--- src/rtl/asym_fifo_pkg.sv ---
// rtl/asym_fifo_pkg.sv - shared constants and helpers for the wide-in / narrow-out FIFO
package asym_fifo_pkg;

    // Ceiling log2, usable in constant expressions.
    function automatic int clog2(input int value);
        int r;
        int v;
        r = 0;
        v = value - 1;
        while (v > 0) begin
            r = r + 1;
            v = v >> 1;
        end
        return r;
    endfunction

    localparam int WIDTHA_DEF     = 16;
    localparam int WIDTHB_DEF     = 4;
    localparam int ADDRWIDTHA_DEF = 8;

    // Narrow words per wide word and its log2.
    localparam int RATIO_DEF  = WIDTHA_DEF / WIDTHB_DEF;
    localparam int LOG2R_DEF  = clog2(RATIO_DEF);

    // Pointer widths: wide-unit write pointer and narrow-unit read pointer, each with a wrap bit.
    localparam int WPTR_W_DEF = ADDRWIDTHA_DEF + 1;
    localparam int RPTR_W_DEF = ADDRWIDTHA_DEF + LOG2R_DEF + 1;
    localparam int NDEPTH_DEF = RATIO_DEF << ADDRWIDTHA_DEF;

endpackage

--- src/rtl/wide_narrow_ram.sv ---
// rtl/wide_narrow_ram.sv - wide write / narrow registered read RAM
module wide_narrow_ram #(
    parameter int WIDTHA     = 16,
    parameter int WIDTHB     = 4,
    parameter int ADDRWIDTHA = 8,
    parameter int LOG2R      = 2
) (
    input  logic                        clk,
    input  logic                        wr_en,
    input  logic [ADDRWIDTHA-1:0]       waddr,
    input  logic [WIDTHA-1:0]           wdata,
    input  logic                        rd_en,
    input  logic [ADDRWIDTHA+LOG2R-1:0] raddr,
    output logic [WIDTHB-1:0]           rdata
);

    localparam int RATIO  = WIDTHA / WIDTHB;
    localparam int NDEPTH = RATIO << ADDRWIDTHA;

    logic [WIDTHB-1:0] mem [NDEPTH];
    logic [WIDTHB-1:0] rdata_q;

    // Wide word lands in slots {waddr, i}, least significant slice at i = 0; read is registered.
    always_ff @(posedge clk) begin
        if (wr_en) begin
            for (int i = 0; i < RATIO; i++) begin
                mem[{waddr, LOG2R'(i)}] <= wdata[i*WIDTHB +: WIDTHB];
            end
        end
        if (rd_en) begin
            rdata_q <= mem[raddr];
        end
    end

    assign rdata = rdata_q;

endmodule

--- src/rtl/asym_fifo_ctrl.sv ---
// rtl/asym_fifo_ctrl.sv - wide-write, narrow-read FIFO controller with 2-entry output stage
module asym_fifo_ctrl
    import asym_fifo_pkg::*;
#(
    parameter int WIDTHA     = WIDTHA_DEF,
    parameter int WIDTHB     = WIDTHB_DEF,
    parameter int ADDRWIDTHA = ADDRWIDTHA_DEF
) (
    input  logic                                         clk,
    input  logic                                         rst,
    input  logic                                         flush,
    input  logic                                         s_valid,
    output logic                                         s_ready,
    input  logic [WIDTHA-1:0]                            s_data,
    output logic                                         m_valid,
    input  logic                                         m_ready,
    output logic [WIDTHB-1:0]                            m_data,
    output logic [ADDRWIDTHA+clog2(WIDTHA/WIDTHB):0]     level
);

    localparam int RATIO = WIDTHA / WIDTHB;
    localparam int LOG2R = clog2(RATIO);
    localparam int WPW   = ADDRWIDTHA + 1;
    localparam int RPW   = ADDRWIDTHA + LOG2R + 1;
    localparam logic [RPW-1:0] NDEPTH  = RPW'(RATIO << ADDRWIDTHA);
    localparam logic [RPW-1:0] RATIO_L = RPW'(RATIO);

    logic [WPW-1:0]    wptr_q, wptr_d;
    logic [RPW-1:0]    rptr_q, rptr_d;
    logic [WIDTHB-1:0] head_q, head_d, skid_q, skid_d;
    logic              head_v_q, head_v_d, skid_v_q, skid_v_d;
    logic              pend_q, pend_d;

    logic [RPW-1:0]    occ;
    logic [1:0]        in_use, in_use_next;
    logic              wr, pop, issue;
    logic [RPW-2:0]    rd_addr;
    logic [WIDTHB-1:0] rdata;

    // Occupancy counts everything not yet consumed, including the output stage.
    assign occ         = {wptr_q, {LOG2R{1'b0}}} - rptr_q;
    assign s_ready     = !rst && !flush && ((NDEPTH - occ) >= RATIO_L);
    assign wr          = s_valid && s_ready;
    assign pop         = head_v_q && m_ready;
    // Slots held by the stage or by a read in flight; the pop this cycle frees one so full rate is sustained.
    assign in_use      = 2'({1'b0, head_v_q} + {1'b0, skid_v_q} + {1'b0, pend_q});
    assign in_use_next = in_use - {1'b0, pop};
    assign issue       = !flush && (occ > RPW'(in_use)) && (in_use_next < 2'd2);
    assign rd_addr     = rptr_q[RPW-2:0] + (RPW-1)'(in_use);

    assign m_valid = head_v_q;
    assign m_data  = head_q;
    assign level   = occ;

    wide_narrow_ram #(
        .WIDTHA     (WIDTHA),
        .WIDTHB     (WIDTHB),
        .ADDRWIDTHA (ADDRWIDTHA),
        .LOG2R      (LOG2R)
    ) u_ram (
        .clk   (clk),
        .wr_en (wr),
        .waddr (wptr_q[ADDRWIDTHA-1:0]),
        .wdata (s_data),
        .rd_en (issue),
        .raddr (rd_addr),
        .rdata (rdata)
    );

    // Next-state: pointer advance, head/skid shuffle on pop and RAM return, flush clears everything.
    always_comb begin
        wptr_d   = wptr_q;
        rptr_d   = rptr_q;
        head_d   = head_q;
        head_v_d = head_v_q;
        skid_d   = skid_q;
        skid_v_d = skid_v_q;
        pend_d   = issue;

        if (wr) begin
            wptr_d = wptr_q + WPW'(1);
        end
        if (pop) begin
            rptr_d = rptr_q + RPW'(1);
        end

        if (pop) begin
            if (skid_v_q) begin
                head_d   = skid_q;
                head_v_d = 1'b1;
                skid_v_d = pend_q;
                if (pend_q) begin
                    skid_d = rdata;
                end
            end else begin
                head_v_d = pend_q;
                if (pend_q) begin
                    head_d = rdata;
                end
            end
        end else if (pend_q) begin
            if (head_v_q) begin
                skid_d   = rdata;
                skid_v_d = 1'b1;
            end else begin
                head_d   = rdata;
                head_v_d = 1'b1;
            end
        end

        if (flush) begin
            wptr_d   = '0;
            rptr_d   = '0;
            head_v_d = 1'b0;
            skid_v_d = 1'b0;
            pend_d   = 1'b0;
        end
    end

    // State register with synchronous reset; output data also returns to zero.
    always_ff @(posedge clk) begin
        if (rst) begin
            wptr_q   <= '0;
            rptr_q   <= '0;
            head_q   <= '0;
            head_v_q <= 1'b0;
            skid_q   <= '0;
            skid_v_q <= 1'b0;
            pend_q   <= 1'b0;
        end else begin
            wptr_q   <= wptr_d;
            rptr_q   <= rptr_d;
            head_q   <= head_d;
            head_v_q <= head_v_d;
            skid_q   <= skid_d;
            skid_v_q <= skid_v_d;
            pend_q   <= pend_d;
        end
    end

endmodule

--- config.mk ---
export PLATFORM = sky130hd
export DESIGN_NAME = asym_fifo_ctrl
export DESIGN_NICKNAME = d
export VERILOG_FILES = /design/src/rtl/asym_fifo_pkg.sv /design/src/rtl/wide_narrow_ram.sv /design/src/rtl/asym_fifo_ctrl.sv
export SDC_FILE = /design/constraint.sdc
export NUM_CORES = 2
export LEC_CHECK = 0
export ABC_CLOCK_PERIOD_IN_PS = 5550
export CAP_MARGIN = 5
export CORE_UTILIZATION = 55
export CTS_BUF_LIST = sky130_fd_sc_hd__clkbuf_8
export DETAILED_ROUTE_END_ITERATION = 10
export PLACE_DENSITY = 0.76
export SYNTH_ARGS = -nofsm -noshare
export SYNTH_HDL_FRONTEND = slang
export SYNTH_SLANG_ARGS = --single-unit
--- constraint.sdc ---
create_clock -name clk -period 5.55 [get_ports clk]
set_input_delay 0.8325 -clock clk [delete_from_list [all_inputs] [get_ports clk]]
set_output_delay 0.8325 -clock clk [all_outputs]
set_load 0.05 [all_outputs]
==> results.json <==
{
  "hold_viol": 0,
  "finalPower_mw": 61.40,
  "wl_met2_mm": 184.9,
  "tightest_slew_ns": 1.297,
  "wire_per_inst_um": 31.72,
  "fin_util_pct": 62.91,
  "synth_edf_count": 4100,
  "hp-class": "primary input to register",
  "ys_ff_latch": 4131,
  "first_iter_violations": 10970,
  "synth.avg_cell_area_um2": 23.51,
  "path_clk_slew_ns": 0.06,
  "cp.buffers_inverters": 5,
  "die_w_um": 541.9,
  "holdPathStages": 1,
  "dr.pass1.iters": 7,
  "ir_worst_vdd_v": 0.0002484,
  "met1Wirelength_mm": 139.5,
  "powerDensity_nw_per_um2": 337.9,
  "cts-buffers-inserted": 630,
  "yosysTopAreaCell": "edfxtp_1",
  "clock_path_buffers": 4,
  "async_flop_share_pct": 0,
  "antenna_found_initial": 20,
  "grt_pass1_vias": 81290,
  "initial_core_util_pct": 55.50,
  "drc": 0,
  "rows": 197,
  "finalNetCount": 7690,
  "maxCapViolCount": 0,
  "layout-drive-gt1-share_pct": 35.53,
  "grt_max_degree": 134,
  "synthCells": 6820,
  "stdcell_count": 12020,
  "final.period_utilization_pct": 98.99,
  "reg2reg_from": "skid_v_q$_SDFFE_PP0P_",
  "grt_pass1_wl_mm": 553.1,
  "dpl.hpwl_mm": 218.4,
  "slew_viol_final": 0,
  "cp_slowest_cell": "dfxtp_2",
  "max-slew-margin-rel_pct": 12.87,
  "globalplace.congestion": 0.8687,
  "start_kind": "register",
  "total_leakage_power_nw": 58.38,
  "syn-cell-area_um2": 160300,
  "dr_wl_met3_mm": 42.64,
  "placed_cells": 10890,
  "period_needed_ns": 5.494,
  "fmax_mhz": 182.0,
  "fin_skew_ns": 0.09580,
  "reg2reg_slack_ns": 0.06,
  "whs_ns": 0.08206,
  "crit_arrival_ns": 4.66,
  "die-area_um2": 293700,
  "critPathRequiredTime_ns": 4.72,
  "cp.depth": 13,
  "io_buffer_count": 37,
  "cp_slowest_stage_delay_ns": 0.53,
  "crit_fanout": 15,
  "ys_types": 75,
  "routed_via_density": 6.616,
  "status": "finished clean",
  "crit_chain": "inv_1 -> ha_1 -> o21ai_2 -> a221oi_2 -> a221oi_1 -> xnor2_1 -> buf_4 -> nand3_1 -> nor4b_4 -> nand3b_4 -> buf_16 -> inv_2 -> buf_4",
  "whs_endpoint": "u_ram.mem[843][2]$_DFFE_PP_",
  "finalSetupViolCount": 0,
  "syn_nets": 6862,
  "ant_nets": 0,
  "cts_root_buf": "clkbuf_8",
  "maxUsedRoutingLayer": "met5",
  "routed_wl_mm": 381.3,
  "path_delay_family": "buffers and inverters",
  "core_um2": 288900,
  "synth_warnings": 0,
  "die_h_um": 541.9,
  "reg2reg_to": "u_ram.rdata[2]$_DFFE_PP_",
  "route.vias.total": 79510,
  "track_usage_pct": 26.04,
  "hp-start": "s_data[14]",
  "critPathMostFrequentCell": "buf_4",
  "cts_tree": "yes",
  "fill_cells": 18290,
  "htree_levels": 6,
  "synth_top_cells_by_area": "edfxtp_1 77%, mux4_2 18%, nor3_1 0.82%, buf_4 0.50%, nand2_1 0.48%",
  "worstSetupEndpointType": "output pin",
  "ys.flop_type": "edfxtp_1",
  "ff2ff_path_depth": 12,
  "clkLatencyLatePin_ns": 1.25,
  "syn_to_final_growth_pct": 13.35,
  "yosysSeqAreaShare_pct": 77.18,
  "clock_sinks": 4131,
  "boundaryPins": 38,
  "gr-total-overflow": 0,
  "path_class": "register to output pin",
  "synth_top_area_share_pct": 76.79
}
timing repair:
item                                   in CTS  in global routing
buffers inserted                            6                  0
gates resized for setup                    22                 23
gates cloned                                1                  0
endpoints found under the hold margin      49                  0
hold buffers                                3                  0
pin swaps                                   4                  0
setup endpoints to repair                   5                  4
area by class of cell:
class	instances	area, um^2	share of cell area (%)
Sequential cell	4131	123700	68.10
Clock buffer	637	8767	4.824
Antenna cell	12	30.03	0.01652
Tap cell	3880	4855	2.671
Multi-Input combinational cell	2276	35870	19.74
Clock inverter	473	2704	1.488
Timing Repair Buffer	587	5667	3.118
Inverter	22	88.84	0.04888
cells in the mapped netlist, types with 20 or more instances:
master and n:
dfxtp_1 31, buf_2 130, a21oi_1 39, nor3_1 264, and2_1 24, nand3_1 49, inv_1 20, buf_4 106
nor2_1 71, nand2_1 206, o22ai_1 52, xnor2_1 24, o211ai_1 20, clkbuf_1 129, mux4_2 1252, a211oi_1 26
edfxtp_1 4100
placed cells by master (no fill, tap or decap), types with 13 or more instances in the layout:
cell type        Yosys  routed
xnor2_1             24      20
a21oi_1             39      38
or3_1               14      14
dfxtp_1             31      25
clkinv_2             0      56
mux4_2            1252    1252
nor3_2               0     249
nand3_1             49      49
o21ai_0             17      16
nand4_1             13      13
nor2_1              71      69
buf_12               0      83
clkbuf_8             0     637
clkinv_1             1     159
clkinv_8             0      13
nor3_1             264      14
clkdlybuf4s50_1      0      19
o211ai_1            20      20
a211oi_1            26      26
ha_1                19      16
mux4_1              14      14
buf_4              106     463
o22ai_1             52      49
inv_1               20     210
buf_8                1      16
mux2i_1             13      13
nand2_1            206     202
edfxtp_1          4100    4100
and2_1              24      24
metal layers:
layer  vias to the layer above  GRT usage, %
li1                      31200             -
met1                     42080         36.19
met2                      5401         41.14
met3                       806         5.614
met4                        18         9.529
met5                         -             0
flip-flops by register name, summed over array words and instances, names as in the netlist:
register / cells
m_data: 4
m_valid: 1
pend_q: 1
rptr_q: 11
skid_q: 4
skid_v_q: 1
u_ram.mem: 4096
u_ram.rdata: 4
wptr_q: 9
worst reg2reg max path, stage by stage, from the launching register on:
cell	delay, ns
dfxtp_1	0.37
fa_1	0.61
ha_1	0.28
inv_1	0.10
fa_4	0.57
nand3b_1	0.43
or4_1	0.61
o211ai_1	0.22
nand2_1	0.53
a211oi_1	0.98
or4_1	0.30
nor4_1	0.09
o2bb2ai_1	0.13
power by group:
group	leakage (nW)	internal (mW)	switching, mW
combinational	14.7	1.87	2.13
sequential	37.1	34.3	0.0109
clock	6.55	11.4	11.7
how the worst max path moves through the flow:
stage,start,end
after global routing,rptr_q[3]$_SDFFE_PP0P_,s_ready
after global placement,skid_v_q$_SDFFE_PP0P_,u_ram.rdata[1]$_DFFE_PP_
after detailed placement,skid_v_q$_SDFFE_PP0P_,u_ram.rdata[1]$_DFFE_PP_
after floorplan,rptr_q[2]$_SDFFE_PP0P_,u_ram.mem[380][0]$_DFFE_PP_
final,rptr_q[3]$_SDFFE_PP0P_,s_ready
after CTS,wptr_q[2]$_SDFFE_PP0P_,s_ready
per-stage QoR:
step           setup TNS [ns]  area [um^2]  setup WS [ns]
2_1_floorplan          -6.786       160300       -0.05301
3_3_place_gp           -1.308       169900        -0.6035
3_5_place_dp           -1.181       169900        -0.5952
4_1_cts                     0       181600        0.01583
5_1_grt              -0.03009       181700       -0.03009
6_report                    0       181700        0.05621
logic make-up (layout without fill, tap and decap cells):
group / after synthesis / count (layout) / synth area share (%)
flip-flops: 4131 / 4131 / 77.18
multiplexers: 1281 / 1281 / 17.91
AND/OR/NAND/NOR: 718 / 718 / 2.178
buffers and inverters: 413 / 1719 / 1.375
AO/OA/AOI/OAI: 226 / 226 / 1.004
XOR/XNOR: 30 / 30 / 0.1756
adder cells (fa/ha/maj): 21 / 21 / 0.1733
other: 0 / 12 / 0
No activity file was read; power rests on OpenSTA's default activity.
